==> src/rtl/serial_adder_pkg.sv <==
// Shared types and limits for the bit-serial adder.
package serial_adder_pkg;

  typedef enum logic [1:0] {IDLE, RUN, DONE} sa_state_t;

  localparam int SA_MAX_WIDTH = 32;

endpackage

==> src/rtl/serial_adder_full_adder.sv <==
// Single-bit full-adder cell used by the serial adder datapath.
module full_adder (
  input  logic Ain,
  input  logic Bin,
  input  logic Cin,
  output logic out,
  output logic Cout
);

  assign out  = Ain ^ Bin ^ Cin;
  assign Cout = (Ain & Bin) | (Cin & (Ain ^ Bin));

endmodule

==> src/rtl/serial_adder.sv <==
// Bit-serial unsigned adder, LSB first, one bit per clock with start/busy/done handshake.
// Optional SERIAL_ADDER_OVF_EN adds a signed-overflow output ovf captured with sum.
module serial_adder
  import serial_adder_pkg::*;
#(
  parameter int WIDTH = 8
) (
  input  logic             clk,
  input  logic             reset,
  input  logic             start,
  input  logic [WIDTH-1:0] a,
  input  logic [WIDTH-1:0] b,
  input  logic             cin,
  output logic             busy,
  output logic             done,
  output logic [WIDTH-1:0] sum,
  output logic             cout
`ifdef SERIAL_ADDER_OVF_EN
  ,
  output logic             ovf
`endif
);

  localparam int CW = (WIDTH > 1) ? $clog2(WIDTH) : 1;

  if (WIDTH < 2 || WIDTH > SA_MAX_WIDTH) begin : g_width_chk
    $error("serial_adder: WIDTH out of range");
  end

  sa_state_t        state;
  logic [WIDTH-1:0] a_sh;
  logic [WIDTH-1:0] b_sh;
  logic [WIDTH-1:0] s_sh;
  logic [WIDTH-1:0] s_nxt;
  logic             carry;
  logic [CW-1:0]    count;
  logic             fa_s;
  logic             fa_c;
  logic             last;

  full_adder u_fa (
    .Ain  (a_sh[0]),
    .Bin  (b_sh[0]),
    .Cin  (carry),
    .out  (fa_s),
    .Cout (fa_c)
  );

  assign s_nxt = {fa_s, s_sh[WIDTH-1:1]};
  assign last  = (count == CW'(WIDTH - 1));
  assign busy  = (state == RUN);
  assign done  = (state == DONE);

  always_ff @(posedge clk or negedge reset) begin
    if (!reset) begin
      state <= IDLE;
      a_sh  <= '0;
      b_sh  <= '0;
      s_sh  <= '0;
      carry <= 1'b0;
      count <= '0;
      sum   <= '0;
      cout  <= 1'b0;
`ifdef SERIAL_ADDER_OVF_EN
      ovf   <= 1'b0;
`endif
    end else begin
      case (state)
        IDLE: begin
          if (start) begin
            a_sh  <= a;
            b_sh  <= b;
            carry <= cin;
            count <= '0;
            state <= RUN;
          end
        end
        RUN: begin
          a_sh  <= a_sh >> 1;
          b_sh  <= b_sh >> 1;
          s_sh  <= s_nxt;
          carry <= fa_c;
          count <= count + 1'b1;
          // On the MSB bit the incoming carry is the carry into the MSB.
          if (last) begin
            sum   <= s_nxt;
            cout  <= fa_c;
`ifdef SERIAL_ADDER_OVF_EN
            ovf   <= carry ^ fa_c;
`endif
            state <= DONE;
          end
        end
        DONE: begin
          if (start) begin
            a_sh  <= a;
            b_sh  <= b;
            carry <= cin;
            count <= '0;
            state <= RUN;
          end else begin
            state <= IDLE;
          end
        end
        default: state <= IDLE;
      endcase
    end
  end

endmodule

==> config.mk <==
export PLATFORM = sky130hd
export DESIGN_NAME = serial_adder
export DESIGN_NICKNAME = d
export VERILOG_FILES = /design/src/rtl/serial_adder_pkg.sv /design/src/rtl/serial_adder_full_adder.sv /design/src/rtl/serial_adder.sv
export SDC_FILE = /design/constraint.sdc
export NUM_CORES = 1
export LEC_CHECK = 0
export ABC_CLOCK_PERIOD_IN_PS = 1800
export CAP_MARGIN = 20
export CORE_ASPECT_RATIO = 0.6
export CORE_MARGIN = 5
export CORE_UTILIZATION = 45
export DETAILED_ROUTE_END_ITERATION = 12
export DONT_BUFFER_PORTS = 1
export MAX_ROUTING_LAYER = met4
export SYNTH_ARGS = -nofsm -noshare
export SYNTH_HDL_FRONTEND = slang
export SYNTH_HIERARCHICAL = 1
export SYNTH_SLANG_ARGS = --single-unit
==> constraint.sdc <==
create_clock -name clk -period 1.8 [get_ports clk]
set_input_delay 0.36 -clock clk [delete_from_list [all_inputs] [get_ports clk]]
set_output_delay 0.36 -clock clk [all_outputs]
set_load 0.02 [all_outputs]
==> run metrics, run 1 <==
DR WL/cell=16.75 µm; first-pass GRT wire length=5754 µm; delay-heaviest family, CP=flip-flops; Worst Path Arrival=1.29 ns; RD Place Congestion=0.7227; Tcrit/Tclk final=0.9159; Die Y-Extent=60.11 µm; Top Ports=31; die area=5620 µm²; Final #Nets=161; Crit-path slowest cell=dfrtp_1; Starting Density=0.4619; CTS tree=yes; hpwl dp=2240 µm; Hold WC Path Type=input port to flop; crit path time final=1.649 ns; chip width=93.51 µm; Comb power frac=0.347; Pint=2277 µW; largest net degree at the start of global routing=39; Final Skew=0.004894 ns; H-tree level count=2; Seq/Total Area, Yosys=0.5050; Max Slew Vio Count=0; Avg Vias per Cell=5.327; core area=4076 µm²; worst slew pin tran=0.4442 ns; share of layout cells above drive strength 1=0.2302; P&R area growth vs syn=8.704%; Synth Net Count=155; final wirelength=3334 µm; clock sink count=38; CP cell instances=nand2b_1 -> inv_1 -> buf_4; Achievable Freq=606.5 MHz; Switching Power=1225 µW; Yosys top cell by area=dfrtp_1; synthesized cell area=1883 µm²; Antenna Nets Post-Route=0; CP Capture Type=output pin; synth warn=6; Max clock buf depth=2; Remaining DRCs=0; Port Buffer Count=0; Final WS setup=0.1513 ns; vias=1060; clock group share of total power=0.168; CP Data Required Time=1.44 ns; Num CTS Buffers=5; Final Hold Violating Endpoints=0; Setup CP Type=flop to output pin; Initial DRT Pass Iterations=4; crit start category=flop; Max Cap Viol=0; Fin Setup TNS=0 ns; CP peak stage delay=0.42 ns; Seq pwr share=0.485; crit-path max FO=9; worst-skew pair later-pin latency=0.28 ns; RSZ-0062 raised after global routing=false; worst path bufs/invs=2; iteration-0 DRC count of the detailed router=41; Power per Cell Area=1711 nW/µm²; switching share of total power=0.3498; Root Driver=clkbuf_8; FP Rows=18; top cell type's share of synthesized area=0.5050; # setup viols final=0; top post-synthesis cells by area=dfrtp_1, mux2i_1, mux2_4; LEAKAGE=0.0009930 µW; Total GRT Usage=0.1402; vias in the first global route=1111; outcome=finished, final reports clean; dpl ws=0.2562 ns; Slew headroom=0.7038; mean post-synth cell area=14.27 µm²; clock-pin slew on the worst setup and hold paths=0.07 ns; Synth cell types=22; Mapped Cells=132; Worst VDD drop=0.5902 mV; flops & latches, synth=38; initial antenna violation count=0; grt total ovfl=0; Antenna diodes=0
==> state kept, by name, indices dropped and copies added (netlist names) <==
| name | flops |
|---|---|
| a_sh | 8 |
| sum | 8 |
| b_sh | 8 |
| cout | 1 |
| count | 3 |
| state | 2 |
| s_sh | 7 |
| carry | 1 |
==> layer usage <==
layer  up-vias  GRT usage  share of wire
met1       554     0.1802           0.50
met3         6    0.03774          0.029
met5         -          -              0
met2        18     0.2093           0.46
met4         0    0.06263          0.014
li1        482          -              -
==> cell families (layout without fill, tap and decap cells) <==
| family | Yosys count | after routing | synth area share |
|---|---|---|---|
| multiplexers | 65 | 65 | 0.3754 |
| adder cells (fa/ha/maj) | 3 | 3 | 0.02392 |
| XOR/XNOR | 1 | 1 | 0.004652 |
| buffers and inverters | 12 | 19 | 0.04717 |
| AND/OR/NAND/NOR | 7 | 7 | 0.02193 |
| AO/OA/AOI/OAI | 6 | 6 | 0.02193 |
| flip-flops | 38 | 38 | 0.5050 |
==> cell usage in the layout (no fill, tap or decap), types with 2 or more instances in the layout <==
master,instances
mux2i_1,47
dfrtp_1,38
mux2_2,9
mux2_4,9
clkbuf_8,6
buf_4,6
inv_1,3
a22o_1,2
nand3_1,2
o21ai_0,2
ha_1,2
==> path summary, 6_finish.rpt <==
check                               from  endpoint  slack, ns  depth (start not counted)
worst max-delay path            state[0]      busy       0.15                          3
worst min-delay path               start  state[0]       0.22                          2
worst max register to register  count[0]    sum[4]       0.24                          5
worst min register to register   s_sh[1]    sum[0]       0.51                          1
max in group asynchronous          reset   s_sh[7]       1.09                          2
min in group asynchronous          reset    sum[5]       0.52                          2
==> area by class of cell <==
type	instances	area, µm²
fill	364	2029
timing repair buffer	8	75.07
clock buffer	7	86.33
tap	60	75.07
inverter	3	11.26
clock inverter	1	5.005
sequential	38	950.9
multi-input combinational	82	843.3
==> metrics by stage <==
stage | instances | util | hold WS [ns] | power (µW) | instance area [µm²]
final | 199 | 0.5021 | 0.2238 | 3502 | 2047
after global routing | 199 | 0.5021 | 0.2117 | 3751 | 2047
after CTS | 199 | 0.5021 | 0.2100 | 3538 | 2047
after detailed placement | 189 | 0.4724 | 0.06523 | 2902 | 1926
after global placement | 189 | 0.4724 | 0.06537 | 2829 | 1926
after floorplan | 132 | - | 0.06441 | 2654 | 1883
==> power by group through the flow <==
stage / clock, µW / sequential, µW / combinational (µW)
detailed placement: 0 / 1710 / 1190
global placement: 0 / 1690 / 1140
floorplan: 0 / 1600 / 1060
finish: 589 / 1700 / 1220
CTS: 605 / 1700 / 1230
global route: 642 / 1760 / 1350
==> cells in the mapped netlist <==
| library cell | n |
|---|---|
| xnor2_1 | 1 |
| buf_2 | 4 |
| nand3b_1 | 1 |
| inv_1 | 3 |
| a22o_1 | 2 |
| dfrtp_1 | 38 |
| mux2_4 | 9 |
| ha_1 | 2 |
| nor3b_1 | 1 |
| buf_4 | 2 |
| nand2b_1 | 1 |
| mux2_2 | 9 |
| o21ai_0 | 2 |
| mux2i_1 | 47 |
| fa_1 | 1 |
| o22ai_1 | 1 |
| nor2_1 | 1 |
| nor2b_1 | 1 |
| buf_6 | 2 |
| buf_12 | 1 |
| a21o_1 | 1 |
| nand3_1 | 2 |
==> repair_timing <==
item / CTS / global route
endpoints found under the hold margin: 38 / 0
hold buffers: 2 / 0
resized for setup: 0 / 0
setup buffers: 0 / 0
No activity file was read; power rests on OpenSTA's default activity.
==> run 2, diff against run 1 <==
--- a/config.mk
+++ b/config.mk
@@ -5,13 +5,12 @@
 export SDC_FILE = /design/constraint.sdc
 export NUM_CORES = 1
 export LEC_CHECK = 0
-export ABC_CLOCK_PERIOD_IN_PS = 1800
-export CAP_MARGIN = 20
 export CORE_ASPECT_RATIO = 0.6
 export CORE_MARGIN = 5
 export CORE_UTILIZATION = 45
 export DETAILED_ROUTE_END_ITERATION = 12
 export DONT_BUFFER_PORTS = 1
+export GPL_ROUTABILITY_DRIVEN = 0
 export MAX_ROUTING_LAYER = met4
 export SYNTH_ARGS = -nofsm -noshare
 export SYNTH_HDL_FRONTEND = slang
==> results of run 2 <==
Same layout as run 1: the final DEF is identical, and so are final timing and power.
==> edit 1 (config.mk and constraints of run 1) <==
Re-encode `sa_state_t` (3 states) as one-hot, 3 bits wide.
--- a/src/rtl/serial_adder_pkg.sv
+++ b/src/rtl/serial_adder_pkg.sv
@@ -1,7 +1,7 @@
 // Shared types and limits for the bit-serial adder.
 package serial_adder_pkg;
 
-  typedef enum logic [1:0] {IDLE, RUN, DONE} sa_state_t;
+  typedef enum logic [2:0] {IDLE = 3'b001, RUN = 3'b010, DONE = 3'b100} sa_state_t;
 
   localparam int SA_MAX_WIDTH = 32;
 
Check against the original RTL: no difference found for any inputs over 10 cycles, from zero or initial values and one cycle with reset low; not proved beyond that.
==> edit 1 against run 1 <==
Cell area fell by 7.8%. Worst setup slack got worse by 0.076 ns. Core utilization increased by 1.1 points. Area after synthesis is 8.6% lower. Sequential power shrank 20%. Wire length fell by 7.0%. Total power decreased by 19%. Register-to-register slack worse by 0.06 ns. Critical path depth unchanged. Sequential cell count rose by 1. Largest cell class unchanged.
==> edit 1: results (changes against run 1) <==
{| class="wikitable"
! Metric !! Value
|-
| Overall via count from detail_route || 1012 (-4.5%)
|-
| Final weighted congestion in routability-driven placement || 0.745 (+3.1%)
|-
| Arrival time of data at the critical path endpoint || 1.36 ns (+0.07 ns)
|-
| Yosys warns || 6 (unchanged)
|-
| Tot GR Track Use || 13.6% (-0.47 points)
|-
| First-pass GRT wire length || 5350 microns (-7.1%)
|-
| Sequential share of the synthesized area || 56.8% (+6.3 points)
|-
| VDD IR max || 694 uV (+18%)
|-
| Clock skew after layout || 0.00308 ns (-0.00182 ns)
|-
| Pin count of the biggest net entering global routing || 40 (+2.6%)
|-
| Filler Cells Inserted || 314 (-14%)
|-
| Worst setup slack before clock tree synthesis || 0.0710 ns (-0.185 ns)
|-
| Via count of the first global-routing pass || 1057 (-4.9%)
|-
| Post-CTS Repair Setup Buffers || 0 (unchanged)
|-
| Yosys cell types || 26 (+18%)
|-
| Result of the run || finished clean
|-
| Largest cells by area after synthesis || sky130_fd_sc_hd__dfrtp_1 (55%), sky130_fd_sc_hd__o221a_2 (9.8%), sky130_fd_sc_hd__mux2_4 (7.8%)
|-
| Startpoint of the most critical hold path || a[7]
|-
| Fraction of final layout cells with drive strength greater than 1 || 29.8% (+6.8 points)
|-
| Critical path startpoint || state[2]$_DFFE_PN0P_
|-
| Proportion of total power due to net switching || 30.7% (-4.3 points)
|-
| Slew Limit Headroom || 67.7% (-2.7 points)
|-
| Post-detailed-routing wire length || 3100 microns (-7.0%)
|-
| HPWL after DPL || 2120 microns (-5.4%)
|-
| Peak fanout along the critical path || 9 (unchanged)
|-
| Total of buffers placed on input and output ports || 0 (unchanged)
|-
| Final #Nets || 163 (+1.2%)
|-
| Number of antenna violations at the first check in global routing || 0 (unchanged)
|-
| Top cell types by occurrence after synthesis || sky130_fd_sc_hd__dfrtp_1 (38), sky130_fd_sc_hd__nand2_1 (25), sky130_fd_sc_hd__o221a_2 (15)
|-
| Leakage power total || 0.000843 uW (-15%)
|-
| DRT iter0 DRCs || 53 (+29%)
|-
| Cell area after placement || 0.00174 sq mm (-9.4%)
|}
-- edit 1: cell types whose count changed after synthesis, sizes merged, moves of 4 or more --
cell    before  now
nand2        0   25
o21ai        2    6
nand2b       1   12
o221a        0   15
mux2i       47    1
mux2        18    9
or2b         0    4
-- edit 1: worst max-delay path: stages, from the launching register on --
cell and delay (ns):
sky130_fd_sc_hd__dfrtp_1 0.40, sky130_fd_sc_hd__or3b_4 0.41, sky130_fd_sc_hd__inv_6 0.10, sky130_fd_sc_hd__buf_6 0.15
-- edit 1: cell type report --
| cell class | count | area (sq um) | share of cell area, % |
|---|---|---|---|
| inverter | 4 | 20.0 | 1.06 |
| timing repair buffer | 7 | 71.3 | 3.78 |
| clock buffer | 8 | 100 | 5.30 |
| tap | 47 | 58.8 | 3.11 |
| sequential | 39 | 977 | 51.8 |
| multi-input combinational | 83 | 661 | 35.0 |
-- edit 1: cell families after synthesis --
| group | share of synthesized area [%] |
|---|---|
| xor+xnor | 0.509 |
| compound gates | 12.6 |
| simple gates | 13.6 |
| fa+ha+maj | 2.62 |
| flops | 56.8 |
| mux | 8.43 |
| buf+inv | 5.45 |
-- edit 1: power by group through the flow --
stage	Clock (uW)	Combinational (uW)	Sequential, uW
2_1_floorplan	0	711	1320
3_3_place_gp	0	779	1370
3_5_place_dp	0	816	1380
4_1_cts	661	850	1360
5_1_grt	697	964	1410
6_report	640	848	1360
-- edit 1: per-layer routing --
layer / share of wire, % / up-vias / global-route usage, %
li1: - / 476 / -
met3: 4.4 / 6 / 4.67
met2: 43 / 23 / 18.0
met5: 0 / - / -
met1: 51 / 507 / 18.4
met4: 2.0 / 0 / 6.37
-- edit 1: timing repair --
item / 4_1_cts / 5_1_grt
hold endpoints to repair: 39 / 0
cloned: 0 / 0
hold buffers: 2 / 0
gates resized for setup: 1 / 2
endpoints found under the setup margin: 1 / 14
-- edit 1: stage by stage --
stage / total power, uW / std cells / hold slack (ns)
global route: 3070 / 188 / 0.228
detailed placement: 2190 / 178 / 0.0653
floorplan: 2030 / 134 / 0.0644
CTS: 2870 / 188 / 0.214
finish: 2850 / 188 / 0.222
global placement: 2150 / 178 / 0.0654
-- edit 1: path summary, 6_finish.rpt --
check | endpoint | slack [ns] | cells after the start
max | busy | 0.08 | 3
min | a_sh[7]$_DFFE_PN0P_ | 0.22 | 2
max reg2reg | sum[3]$_DFFE_PN0P_ | 0.18 | 4
min reg2reg | s_sh[1]$_DFFE_PN0N_ | 0.49 | 2
max in group asynchronous | state[0]$_DFFE_PN1P_ | 1.02 | 2
min in group asynchronous | a_sh[5]$_DFFE_PN0P_ | 0.53 | 2
==> edit 2 (config.mk and constraints of run 1) <==
Made on the original files. The parameter `WIDTH` goes from 8 to 16.
--- a/src/rtl/serial_adder.sv
+++ b/src/rtl/serial_adder.sv
@@ -3,7 +3,7 @@
 module serial_adder
   import serial_adder_pkg::*;
 #(
-  parameter int WIDTH = 8
+  parameter int WIDTH = 16
 ) (
   input  logic             clk,
   input  logic             reset,
Interface: changed (resized a, b and sum); port bits go from 31 to 55. The function was not compared with the original's and may differ.
==> edit 2 against run 1 <==
The run now ends with negative hold slack left. Wire length rose by 75%. Sequential cell count rose by 33. Area after synthesis rose by 80%. Worst setup slack got worse by 0.053 ns. Total power rose by 120%. Clock power rose to 3.0 times the old value. Hold slack got worse by 0.49 ns. Cell area rose by 83%. Critical path depth did not move. Combinational power rose by 140%. First-iteration DRC count rose by 140%. Largest cell class unchanged. Highest routed layer unchanged.
==> edit 2: results (changes against run 1) <==
{| class="wikitable"
! Metric !! Value
|-
| Result of the run || finished, violations left
|-
| Violations in the final reports || negative hold slack
|-
| Insertion delay of the later-clocked pin in the worst-skew pair || 0.32 ns (+0.04 ns)
|-
| Worst-margin pin slew || 0.366 ns (-0.0778 ns)
|-
| Leakage power total || 0.00182 uW (+83%)
|-
| Via count normalized by instance count || 4.85 (-9.0%)
|-
| Filler Cells Inserted || 642 (+76%)
|-
| Top cell types by occurrence after synthesis || sky130_fd_sc_hd__dfrtp_1 (71), sky130_fd_sc_hd__nand2_1 (49), sky130_fd_sc_hd__mux2_4 (40)
|-
| Regs by FF count || a_sh (16), b_sh (16), sum (16)
|-
| Routed length per placed instance || 16.6 microns (-0.88%)
|-
| H-tree Lvls || 3 (+1)
|-
| VDD IR max || 709 uV (+20%)
|-
| Hold Vio Cnt, Final || 71 (+71)
|-
| Fraction of final layout cells with drive strength greater than 1 || 42.9% (+20 points)
|-
| Peak fanout along the critical path || 19 (+10)
|-
| Critical path's top delay family || buffers and inverters
|-
| Yosys cell types || 29 (+32%)
|-
| Sequential share of the synthesized area || 52.5% (+2.0 points)
|-
| Pin count of the biggest net entering global routing || 72 (+85%)
|-
| Tot GR Track Use || 14.2% (+0.21 points)
|-
| Max stage delay on crit path || 0.38 ns (-0.04 ns)
|-
| Worst setup slack before clock tree synthesis || 0.243 ns (-0.0134 ns)
|-
| Clock transition at path regs || 0.05 ns (-0.02 ns)
|-
| Total clock buffers created by CTS || 9 (+4)
|-
| Post-Route Hold Slack || -0.269 ns (-0.492 ns)
|-
| Arrival time of data at the critical path endpoint || 1.34 ns (+0.05 ns)
|-
| Clk root buf || sky130_fd_sc_hd__clkbuf_16
|-
| First-pass GRT wire length || 10000 microns (+74%)
|-
| HPWL after DPL || 3860 microns (+72%)
|-
| Clock skew after layout || 0.00562 ns (+0.000722 ns)
|-
| Largest cells by area after synthesis || sky130_fd_sc_hd__dfrtp_1 (52%), sky130_fd_sc_hd__mux2_4 (18%), sky130_fd_sc_hd__mux2_2 (13%)
|-
| Final weighted congestion in routability-driven placement || 0.699 (-3.2%)
|-
| Net Count, Synth || 275 (+77%)
|-
| Via count of the first global-routing pass || 1867 (+68%)
|-
| Number of cell instances on the worst register-to-register path || 4 (-1)
|}
edit 2: stage by stage:
stage                     area, sq um  instances  power, uW  util, %
final                            3740        351       7840     51.2
after global routing             3740        351       8370     51.2
after CTS                        3740        351       7960     51.2
after detailed placement         3440        336       6130     47.1
after global placement           3440        336       6070     47.1
after floorplan                  3380        237       5770        -
edit 2: layer usage:
layer,GRT usage (%),wire (microns),vias to the layer above
met5,-,0,-
met3,5.88,374,7
met4,5.03,85,0
li1,-,-,823
met2,18.0,2390,33
met1,20.2,2980,838
edit 2: cell type report:
class / instances / area (sq um) / area share, %
sequential: 71 / 1780 / 47.6
multi-input combinational: 153 / 1450 / 38.7
clock buffer: 12 / 256 / 6.86
tap: 104 / 130 / 3.48
timing repair buffer: 7 / 77.6 / 2.07
clock inverter: 3 / 42.5 / 1.14
inverter: 1 / 6.26 / 0.167
edit 2: power breakdown:
| group | leakage, uW | total [uW] | internal [uW] | switching [uW] |
|---|---|---|---|---|
| registers | 0.000874 | 3110 | 2370 | 737 |
| logic | 0.000799 | 2960 | 1860 | 1100 |
| clock network | 0.000145 | 1770 | 1140 | 629 |
edit 2: cell families after synthesis:
kind of cell	count (synthesis)	share of synthesized area (%)
muxes	81	31.3
DFF	71	52.5
and+or+nand+nor	63	9.06
buffers and inverters	13	4.73
AOI/OAI and AO/OA	5	0.924
xor gates and xnor gates	2	0.518
adders and majority gates	2	0.961
edit 2: how the worst max path moves through the flow:
| stage | startpoint | to | slack, ns | cells past startpoint |
|---|---|---|---|---|
| detailed placement | count[0]$_DFFE_PN0P_ | sum[15]$_DFFE_PN0P_ | 0.24 | 4 |
| floorplan | a_sh[0]$_DFFE_PN0P_ | carry$_DFFE_PN0P_ | 0.38 | 3 |
| global placement | count[0]$_DFFE_PN0P_ | sum[12]$_DFFE_PN0P_ | 0.28 | 4 |
| global route | state[0]$_DFFE_PN0P_ | busy | 0.03 | 3 |
| finish | state[1]$_DFFE_PN0P_ | busy | 0.1 | 3 |
| CTS | state[0]$_DFFE_PN0P_ | busy | 0.07 | 3 |
